File: config.mk
export PLATFORM = sky130hd
export DESIGN_NAME = ysyx_22050612_lsu_flat
export DESIGN_NICKNAME = d
export VERILOG_FILES = /design/src/rtl/ysyx_22050612_lsu_if.sv /design/src/rtl/ysyx_22050612_lsu.sv /design/src/flat_wrapper.sv
export SDC_FILE = /design/constraint.sdc
export NUM_CORES = 1
export LEC_CHECK = 0
export ABC_AREA = 1
export CORE_ASPECT_RATIO = 1.2
export CORE_UTILIZATION = 46
export DETAILED_ROUTE_END_ITERATION = 6
export DONT_BUFFER_PORTS = 1
export PLACE_DENSITY = 0.6
export SYNTH_ARGS = -nofsm -noshare
export SYNTH_HDL_FRONTEND = slang
export SYNTH_SLANG_ARGS = --single-unit
File: constraint.sdc
create_clock -name clk -period 7.8 [get_ports clk]
set_input_delay 1.56 -clock clk [delete_from_list [all_inputs] [get_ports clk]]
set_output_delay 1.56 -clock clk [all_outputs]
set_load 0.005 [all_outputs]
File: src/rtl/ysyx_22050612_lsu_if.sv
// ---------------------------------------------------------------------------
// ysyx_22050612_lsu_if
// Bundles the three handshaked channels around the load/store unit:
//   in_*        : operation from EXU (valid/ready)
//   mem_req_*   : aligned request to memory (valid/ready)
//   mem_resp_*  : one-cycle response/ack from memory
//   out_*       : result to writeback (valid/ready)
// Modports:
//   master : the LSU view (drives in_ready, mem_req_*, out_*)
//   slave  : the surrounding pipeline/memory view
// ---------------------------------------------------------------------------
interface ysyx_22050612_lsu_if #(
  parameter int XLEN = 64
) ();
  logic              in_valid;
  logic              in_ready;
  logic              in_store;
  logic [1:0]        in_size;
  logic              in_unsigned;
  logic [XLEN-1:0]   in_addr;
  logic [XLEN-1:0]   in_wdata;
  logic [4:0]        in_rd;

  logic              mem_req_valid;
  logic              mem_req_ready;
  logic [XLEN-1:0]   mem_req_addr;
  logic              mem_req_wen;
  logic [XLEN-1:0]   mem_req_wdata;
  logic [XLEN/8-1:0] mem_req_wmask;
  logic              mem_resp_valid;
  logic [XLEN-1:0]   mem_resp_rdata;

  logic              out_valid;
  logic              out_ready;
  logic [4:0]        out_rd;
  logic [XLEN-1:0]   out_data;
  logic              out_gpr_wen;
  logic              out_err;

  modport master (
    input  in_valid, in_store, in_size, in_unsigned, in_addr, in_wdata, in_rd,
    input  mem_req_ready, mem_resp_valid, mem_resp_rdata, out_ready,
    output in_ready, mem_req_valid, mem_req_addr, mem_req_wen, mem_req_wdata,
    output mem_req_wmask, out_valid, out_rd, out_data, out_gpr_wen, out_err
  );

  modport slave (
    output in_valid, in_store, in_size, in_unsigned, in_addr, in_wdata, in_rd,
    output mem_req_ready, mem_resp_valid, mem_resp_rdata, out_ready,
    input  in_ready, mem_req_valid, mem_req_addr, mem_req_wen, mem_req_wdata,
    input  mem_req_wmask, out_valid, out_rd, out_data, out_gpr_wen, out_err
  );
endinterface

File: src/rtl/ysyx_22050612_lsu.sv
// ---------------------------------------------------------------------------
// ysyx_22050612_lsu
// Multi-cycle load/store unit. Accepts one operation at a time from EXU,
// issues a single XLEN-aligned memory request, waits for the response and
// hands sign/zero-extended load data (or a store ack) to writeback.
// Misaligned / illegal-size operations and response timeouts finish with
// out_err=1 and out_data=0 without touching memory.
// Ports:
//   clk     : clock, rising edge
//   rst     : asynchronous active-high reset
//   lsu_bus : ysyx_22050612_lsu_if.master (EXU, memory and writeback channels)
// Parameters:
//   XLEN    : 32 or 64
//   TIMEOUT : cycles from REQ entry to give up waiting; 0 disables
// ---------------------------------------------------------------------------
module ysyx_22050612_lsu #(
  parameter int XLEN    = 64,
  parameter int TIMEOUT = 255
) (
  input logic                  clk,
  input logic                  rst,
  ysyx_22050612_lsu_if.master  lsu_bus
);

  localparam int NB     = XLEN / 8;
  localparam int LANE_W = $clog2(NB);
  localparam int CNT_W  = $clog2(TIMEOUT + 2);
  localparam logic [CNT_W-1:0] TO_LIMIT = CNT_W'(TIMEOUT);

  typedef enum logic [1:0] {
    S_IDLE = 2'd0,
    S_REQ  = 2'd1,
    S_WAIT = 2'd2,
    S_DONE = 2'd3
  } state_e;

  // Byte-enable mask for an access of 2^size bytes starting at byte lane.
  function automatic logic [NB-1:0] lane_mask(input logic [1:0] size,
                                              input logic [LANE_W-1:0] lane);
    logic [15:0] m;
    m = (16'd1 << (5'd1 << size)) - 16'd1;
    m = m << lane;
    return m[NB-1:0];
  endfunction

  // Address is misaligned when any of its low size bits are set.
  function automatic logic is_misaligned(input logic [1:0] size,
                                         input logic [LANE_W-1:0] lane);
    logic [LANE_W-1:0] amask;
    amask = LANE_W'((4'd1 << size) - 4'd1);
    return (lane & amask) != {LANE_W{1'b0}};
  endfunction

  // Move the addressed bytes to bit 0, then extend from 8<<size bits by
  // pushing them to the top and shifting back (arithmetic for sign-extend).
  function automatic logic [XLEN-1:0] load_ext(input logic [XLEN-1:0]   rdata,
                                               input logic [LANE_W-1:0] lane,
                                               input logic [1:0]        size,
                                               input logic              uns);
    logic [XLEN-1:0] raw;
    logic [XLEN-1:0] left;
    logic [6:0]      sh;
    raw  = rdata >> {lane, 3'b000};
    sh   = 7'(XLEN) - (7'd8 << size);
    left = raw << sh;
    if (uns && (size != 2'd3)) begin
      return left >> sh;
    end else begin
      return $unsigned($signed(left) >>> sh);
    end
  endfunction

  state_e            state_q, state_d;
  logic              store_q, store_d;
  logic [1:0]        size_q, size_d;
  logic              uns_q, uns_d;
  logic [LANE_W-1:0] lane_q, lane_d;
  logic [4:0]        rd_q, rd_d;
  logic [XLEN-1:0]   req_addr_q, req_addr_d;
  logic [XLEN-1:0]   req_wdata_q, req_wdata_d;
  logic [NB-1:0]     req_wmask_q, req_wmask_d;
  logic [XLEN-1:0]   data_q, data_d;
  logic              err_q, err_d;
  logic              gwen_q, gwen_d;
  logic [CNT_W-1:0]  cnt_q, cnt_d;

  logic [LANE_W-1:0] in_lane_s;
  logic              in_bad_s;
  logic [CNT_W-1:0]  cnt_step_s;
  logic              timeout_hit_s;

  assign in_lane_s = lsu_bus.in_addr[LANE_W-1:0];

  // Operation rejection and timeout detection.
  always_comb begin
    in_bad_s = is_misaligned(lsu_bus.in_size, in_lane_s);
    if ((XLEN == 32) && (lsu_bus.in_size == 2'd3)) begin
      in_bad_s = 1'b1;
    end else begin
      in_bad_s = in_bad_s;
    end
    if (TIMEOUT == 0) begin
      cnt_step_s    = cnt_q;
      timeout_hit_s = 1'b0;
    end else begin
      cnt_step_s    = cnt_q + CNT_W'(1);
      timeout_hit_s = (cnt_step_s >= TO_LIMIT);
    end
  end

  // Next-state and datapath-register update for the IDLE/REQ/WAIT/DONE FSM.
  always_comb begin
    state_d     = state_q;
    store_d     = store_q;
    size_d      = size_q;
    uns_d       = uns_q;
    lane_d      = lane_q;
    rd_d        = rd_q;
    req_addr_d  = req_addr_q;
    req_wdata_d = req_wdata_q;
    req_wmask_d = req_wmask_q;
    data_d      = data_q;
    err_d       = err_q;
    gwen_d      = gwen_q;
    cnt_d       = cnt_q;
    case (state_q)
      S_IDLE: begin
        if (lsu_bus.in_valid) begin
          store_d     = lsu_bus.in_store;
          size_d      = lsu_bus.in_size;
          uns_d       = lsu_bus.in_unsigned;
          lane_d      = in_lane_s;
          rd_d        = lsu_bus.in_rd;
          req_addr_d  = {lsu_bus.in_addr[XLEN-1:LANE_W], {LANE_W{1'b0}}};
          req_wdata_d = lsu_bus.in_wdata << {in_lane_s, 3'b000};
          data_d      = {XLEN{1'b0}};
          gwen_d      = 1'b0;
          cnt_d       = {CNT_W{1'b0}};
          if (lsu_bus.in_store) begin
            req_wmask_d = lane_mask(lsu_bus.in_size, in_lane_s);
          end else begin
            req_wmask_d = {NB{1'b0}};
          end
          if (in_bad_s) begin
            err_d   = 1'b1;
            state_d = S_DONE;
          end else begin
            err_d   = 1'b0;
            state_d = S_REQ;
          end
        end else begin
          state_d = S_IDLE;
        end
      end
      S_REQ: begin
        cnt_d = cnt_step_s;
        // A completed handshake wins over a timeout in the same cycle.
        if (lsu_bus.mem_req_ready) begin
          state_d = S_WAIT;
        end else if (timeout_hit_s) begin
          err_d   = 1'b1;
          data_d  = {XLEN{1'b0}};
          state_d = S_DONE;
        end else begin
          state_d = S_REQ;
        end
      end
      S_WAIT: begin
        cnt_d = cnt_step_s;
        if (lsu_bus.mem_resp_valid) begin
          if (store_q) begin
            data_d = {XLEN{1'b0}};
            gwen_d = 1'b0;
          end else begin
            data_d = load_ext(lsu_bus.mem_resp_rdata, lane_q, size_q, uns_q);
            gwen_d = (rd_q != 5'd0);
          end
          err_d   = 1'b0;
          state_d = S_DONE;
        end else if (timeout_hit_s) begin
          err_d   = 1'b1;
          data_d  = {XLEN{1'b0}};
          gwen_d  = 1'b0;
          state_d = S_DONE;
        end else begin
          state_d = S_WAIT;
        end
      end
      S_DONE: begin
        // Result fields return to zero once writeback takes them.
        if (lsu_bus.out_ready) begin
          data_d  = {XLEN{1'b0}};
          err_d   = 1'b0;
          gwen_d  = 1'b0;
          state_d = S_IDLE;
        end else begin
          state_d = S_DONE;
        end
      end
      default: begin
        state_d = S_IDLE;
      end
    endcase
  end

  // State and datapath registers.
  always_ff @(posedge clk or posedge rst) begin
    if (rst) begin
      state_q     <= S_IDLE;
      store_q     <= 1'b0;
      size_q      <= 2'd0;
      uns_q       <= 1'b0;
      lane_q      <= {LANE_W{1'b0}};
      rd_q        <= 5'd0;
      req_addr_q  <= {XLEN{1'b0}};
      req_wdata_q <= {XLEN{1'b0}};
      req_wmask_q <= {NB{1'b0}};
      data_q      <= {XLEN{1'b0}};
      err_q       <= 1'b0;
      gwen_q      <= 1'b0;
      cnt_q       <= {CNT_W{1'b0}};
    end else begin
      state_q     <= state_d;
      store_q     <= store_d;
      size_q      <= size_d;
      uns_q       <= uns_d;
      lane_q      <= lane_d;
      rd_q        <= rd_d;
      req_addr_q  <= req_addr_d;
      req_wdata_q <= req_wdata_d;
      req_wmask_q <= req_wmask_d;
      data_q      <= data_d;
      err_q       <= err_d;
      gwen_q      <= gwen_d;
      cnt_q       <= cnt_d;
    end
  end

  assign lsu_bus.in_ready      = (state_q == S_IDLE);
  assign lsu_bus.mem_req_valid = (state_q == S_REQ);
  assign lsu_bus.mem_req_addr  = req_addr_q;
  assign lsu_bus.mem_req_wen   = store_q;
  assign lsu_bus.mem_req_wdata = req_wdata_q;
  assign lsu_bus.mem_req_wmask = req_wmask_q;
  assign lsu_bus.out_valid     = (state_q == S_DONE);
  assign lsu_bus.out_rd        = rd_q;
  assign lsu_bus.out_data      = data_q;
  assign lsu_bus.out_gpr_wen   = gwen_q;
  assign lsu_bus.out_err       = err_q;

endmodule

File: src/flat_wrapper.sv
// flat-port wrapper written by rule: the top's interface ports become plain ports
module ysyx_22050612_lsu_flat 
#(
  parameter int XLEN    = 64,
  parameter int TIMEOUT = 255
)
  (clk, rst, lsu_bus_in_valid, lsu_bus_in_store, lsu_bus_in_size, lsu_bus_in_unsigned, lsu_bus_in_addr, lsu_bus_in_wdata, lsu_bus_in_rd, lsu_bus_mem_req_ready, lsu_bus_mem_resp_valid, lsu_bus_mem_resp_rdata, lsu_bus_out_ready, lsu_bus_in_ready, lsu_bus_mem_req_valid, lsu_bus_mem_req_addr, lsu_bus_mem_req_wen, lsu_bus_mem_req_wdata, lsu_bus_mem_req_wmask, lsu_bus_out_valid, lsu_bus_out_rd, lsu_bus_out_data, lsu_bus_out_gpr_wen, lsu_bus_out_err);
  ysyx_22050612_lsu_if #(.XLEN(XLEN)) lsu_bus_i ();
  input logic clk;
  input logic rst;
  input wire logic [$bits(lsu_bus_i.in_valid)-1:0] lsu_bus_in_valid;
  input wire logic [$bits(lsu_bus_i.in_store)-1:0] lsu_bus_in_store;
  input wire logic [$bits(lsu_bus_i.in_size)-1:0] lsu_bus_in_size;
  input wire logic [$bits(lsu_bus_i.in_unsigned)-1:0] lsu_bus_in_unsigned;
  input wire logic [$bits(lsu_bus_i.in_addr)-1:0] lsu_bus_in_addr;
  input wire logic [$bits(lsu_bus_i.in_wdata)-1:0] lsu_bus_in_wdata;
  input wire logic [$bits(lsu_bus_i.in_rd)-1:0] lsu_bus_in_rd;
  input wire logic [$bits(lsu_bus_i.mem_req_ready)-1:0] lsu_bus_mem_req_ready;
  input wire logic [$bits(lsu_bus_i.mem_resp_valid)-1:0] lsu_bus_mem_resp_valid;
  input wire logic [$bits(lsu_bus_i.mem_resp_rdata)-1:0] lsu_bus_mem_resp_rdata;
  input wire logic [$bits(lsu_bus_i.out_ready)-1:0] lsu_bus_out_ready;
  output wire logic [$bits(lsu_bus_i.in_ready)-1:0] lsu_bus_in_ready;
  output wire logic [$bits(lsu_bus_i.mem_req_valid)-1:0] lsu_bus_mem_req_valid;
  output wire logic [$bits(lsu_bus_i.mem_req_addr)-1:0] lsu_bus_mem_req_addr;
  output wire logic [$bits(lsu_bus_i.mem_req_wen)-1:0] lsu_bus_mem_req_wen;
  output wire logic [$bits(lsu_bus_i.mem_req_wdata)-1:0] lsu_bus_mem_req_wdata;
  output wire logic [$bits(lsu_bus_i.mem_req_wmask)-1:0] lsu_bus_mem_req_wmask;
  output wire logic [$bits(lsu_bus_i.out_valid)-1:0] lsu_bus_out_valid;
  output wire logic [$bits(lsu_bus_i.out_rd)-1:0] lsu_bus_out_rd;
  output wire logic [$bits(lsu_bus_i.out_data)-1:0] lsu_bus_out_data;
  output wire logic [$bits(lsu_bus_i.out_gpr_wen)-1:0] lsu_bus_out_gpr_wen;
  output wire logic [$bits(lsu_bus_i.out_err)-1:0] lsu_bus_out_err;
  assign lsu_bus_i.in_valid = lsu_bus_in_valid;
  assign lsu_bus_i.in_store = lsu_bus_in_store;
  assign lsu_bus_i.in_size = lsu_bus_in_size;
  assign lsu_bus_i.in_unsigned = lsu_bus_in_unsigned;
  assign lsu_bus_i.in_addr = lsu_bus_in_addr;
  assign lsu_bus_i.in_wdata = lsu_bus_in_wdata;
  assign lsu_bus_i.in_rd = lsu_bus_in_rd;
  assign lsu_bus_i.mem_req_ready = lsu_bus_mem_req_ready;
  assign lsu_bus_i.mem_resp_valid = lsu_bus_mem_resp_valid;
  assign lsu_bus_i.mem_resp_rdata = lsu_bus_mem_resp_rdata;
  assign lsu_bus_i.out_ready = lsu_bus_out_ready;
  assign lsu_bus_in_ready = lsu_bus_i.in_ready;
  assign lsu_bus_mem_req_valid = lsu_bus_i.mem_req_valid;
  assign lsu_bus_mem_req_addr = lsu_bus_i.mem_req_addr;
  assign lsu_bus_mem_req_wen = lsu_bus_i.mem_req_wen;
  assign lsu_bus_mem_req_wdata = lsu_bus_i.mem_req_wdata;
  assign lsu_bus_mem_req_wmask = lsu_bus_i.mem_req_wmask;
  assign lsu_bus_out_valid = lsu_bus_i.out_valid;
  assign lsu_bus_out_rd = lsu_bus_i.out_rd;
  assign lsu_bus_out_data = lsu_bus_i.out_data;
  assign lsu_bus_out_gpr_wen = lsu_bus_i.out_gpr_wen;
  assign lsu_bus_out_err = lsu_bus_i.out_err;
  ysyx_22050612_lsu #(.XLEN(XLEN), .TIMEOUT(TIMEOUT)) u_core (.clk(clk), .rst(rst), .lsu_bus(lsu_bus_i));
endmodule
==> results.json <==
{
  "path_class": "in2reg",
  "synth_warnings": 0,
  "die_w_um": 162,
  "cap_violations": 0,
  "synthMuxAreaShare_pct": 1.71,
  "synth_top_family_by_area": "simple AND/OR/NAND/NOR gates",
  "hold_path.startpoint": "u_core.lsu_bus.mem_req_addr[31]$_DFFE_PP0P_",
  "num_rows": 69,
  "final.setup.tns_ns": 0,
  "setup_viol_count_final": 0,
  "grt_pass1_wl_mm": 76.9,
  "fillers": 3071,
  "grt_usage_pct": 31.7,
  "cts_tree": "yes",
  "post_cts_resized": 0,
  "hold_violations": 0,
  "insertion_delay_ns": 0.54,
  "start_kind": "input port",
  "ys_ff_latch": 222,
  "slew_headroom_pct": 21.6,
  "fin_nets": 2147,
  "grt_max_degree": 146,
  "tightestPinTransition_ns": 1.17,
  "grt_pass1_vias": 13100,
  "hold_depth": 2,
  "core_area_um2": 29900,
  "vias_per_cell": 5.83,
  "synthXorXnorAreaFrac_pct": 0.374,
  "clock-sinks": 222,
  "htreeDepth": 1,
  "final.setup_skew_ns": 0.0116,
  "drive_gt1_share_pct": 6.05,
  "status": "complete, but fails checks",
  "port_buffers": 0,
  "hp-class": "reg2reg",
  "r2r_cells": 8,
  "cts_setup_buffers": 0,
  "vias": 13700,
  "arrival_ns": 4.19,
  "fin_crit_ns": 3.76,
  "overflow": 0,
  "final_util_pct": 49.6,
  "place_congestion": 1.02,
  "drt-pass1-iter-count": 7,
  "finalWirelength_mm": 50.3,
  "syn-mean-instance-area_um2": 6.91,
  "die_y_um": 194,
  "synthDistinctLibCells": 49,
  "p_leak_nw": 7.60,
  "final_cell_mix": "nand2_1, dfrtp_1, nand3_1, o21ai_0, inv_1",
  "final_max_slew_viol_count": 0,
  "r2r_slack_ns": 4.09,
  "syn_to_final_growth_pct": 5.34,
  "power.density_nw_per_um2": 404,
  "yosys.area_share.simple_pct": 38.4,
  "ctsHoldBuffers": 0,
  "path_clk_slew_ns": 0.06,
  "synth_compound_area_share_pct": 11.4,
  "holdPathEnd": "u_core.lsu_bus.mem_req_addr[31]$_DFFE_PP0P_",
  "endpoint_kind": "flip-flop",
  "drc": 1,
  "max-clock-path-buffers": 3,
  "wire_per_inst_um": 21.5,
  "die_area_um2": 31300,
  "antenna_left": 0,
  "antenna_found_initial": 2,
  "fmax_mhz": 266,
  "rr_endpoint": "u_core.lsu_bus.mem_req_wdata[48]$_DFFE_PP0P_",
  "finalCritPeriodShare_pct": 48.2,
  "initial_utilization_pct": 47.1,
  "dr.first_iter.drc_count": 1254,
  "r2r-start": "u_core.state_q[1]$_DFF_PP0_",
  "numCtsBuffers": 25,
  "ios": 418,
  "hpwl_mm": 36.2,
  "worstPathMaxFanout": 81,
  "ys_seq_area_share_pct": 39.5,
  "vdd_drop_max_mv": 0.184,
  "yosys.area_share.adder_pct": 0.623,
  "rsz0062_at_grt": "false",
  "syn_area_um2": 14100,
  "mostFrequentLayoutCell": "nand2_1",
  "crit_required_ns": 8.23,
  "violations": "DRC",
  "synth_cells": 2035,
  "cts_root_buffer": "clkbuf_16"
}
through the flow:
stage / worst slack (ns) / hold WS, ns / instances / cell area [µm²] / power, W
3_3_place_gp: 3.57 / 0.492 / 2296 / 13900 / 0.00468
2_1_floorplan: 0.162 / 0.472 / 2037 / 14100 / 0.00397
6_report: 4.04 / 0.511 / 2343 / 14800 / 0.00598
5_1_grt: 3.79 / 0.532 / 2343 / 14800 / 0.00640
3_5_place_dp: 3.48 / 0.493 / 2296 / 13900 / 0.00472
4_1_cts: 4.02 / 0.512 / 2342 / 14800 / 0.00598
cell type report:
class                   count  area, µm²  area share [%]
clock buffers              37        741            5.00
repair buffers             13       97.6           0.659
diodes                      1       2.50          0.0169
flip-flops and latches    222       5560            37.5
multi-input cells        1574       7410            50.1
clock inverters             9        138           0.929
inverters                  97        374            2.53
well taps                 390        488            3.29
power breakdown:
part           switching, W  total (W)  leakage [nW]  internal, W
Clock              0.000491    0.00125         0.432     0.000759
Combinational       0.00188    0.00263          4.27     0.000743
Sequential         0.000551    0.00211          2.91      0.00155
worst max-delay path by stage:
stage | from | end | slack (ns) | cells after the start
final | lsu_bus_in_valid | u_core.lsu_bus.mem_req_wdata[48]$_DFFE_PP0P_ | 4.04 | 6
after global routing | u_core.state_q[0]$_DFF_PP0_ | u_core.lsu_bus.mem_req_wdata[62]$_DFFE_PP0P_ | 3.79 | 8
after CTS | lsu_bus_in_valid | u_core.lsu_bus.mem_req_wdata[48]$_DFFE_PP0P_ | 4.02 | 6
after detailed placement | lsu_bus_in_valid | u_core.lsu_bus.mem_req_wdata[48]$_DFFE_PP0P_ | 3.48 | 6
after global placement | lsu_bus_in_valid | u_core.lsu_bus.mem_req_wdata[56]$_DFFE_PP0P_ | 3.57 | 6
after floorplan | rst | u_core.cnt_q[0]$_DFFE_PP0P_ | 0.16 | 1
registers in the layout, indices dropped and copies added, names as in the netlist:
register,flops
u_core.lsu_bus.mem_req_addr,61
u_core.lsu_bus.out_err,1
u_core.lsu_bus.mem_req_wen,1
u_core.lsu_bus.out_data,64
u_core.size_q,2
u_core.lsu_bus.mem_req_wmask,8
u_core.lane_q,3
u_core.state_q,2
u_core.lsu_bus.mem_req_wdata,64
u_core.lsu_bus.out_gpr_wen,1
u_core.lsu_bus.out_rd,5
u_core.uns_q,1
u_core.cnt_q,9
cells by family (layout without fill, tap and decap cells):
kind of cell               count (synthesis)  after routing
other                                      1              4
DFF                                      222            222
and+or+nand+nor                         1266           1266
AOI/OAI and AO/OA                        268            268
muxes                                     24             24
xor gates and xnor gates                   6              6
adders and majority gates                  7              7
buffers and inverters                    241            156
per-layer routing:
metal  routed length (µm)  GRT usage, %
met1                17600          34.6
met2                24900          54.5
met3                 4370          8.64
met4                 3350          19.1
met5                   17             0
Yosys cell counts (all sizes together):
cell	number	area [µm²]
a211oi	1	7.51
o21ai	136	692
nor2	46	185
o21bai	1	7.51
nand4	72	450
clkinv	2	7.51
nor4	1	6.26
a21o	1	7.51
nand3	194	1100
ha	7	87.6
nand2	943	3600
clkbuf	73	274
and2	3	18.8
a22oi	2	15.0
a21oi	46	238
nor3	7	40.0
o22a	1	8.76
xnor2	1	8.76
xor2	5	43.8
o221ai	2	17.5
conb	1	3.75
buf	71	477
dfrtp	222	5560
o22ai	11	68.8
inv	95	359
a22o	1	8.76
o211ai	41	308
a221o	16	160
mux2i	24	240
o31ai	2	15.0
a31oi	7	50.1
worst max-delay path, cell delays in order:
cell      delay (ns)
nand2_4         0.40
nor2_2          0.89
inv_1           0.48
buf_4           0.39
a221o_1         0.31
o211ai_1        0.09
Power figures use the tool's default switching activity.
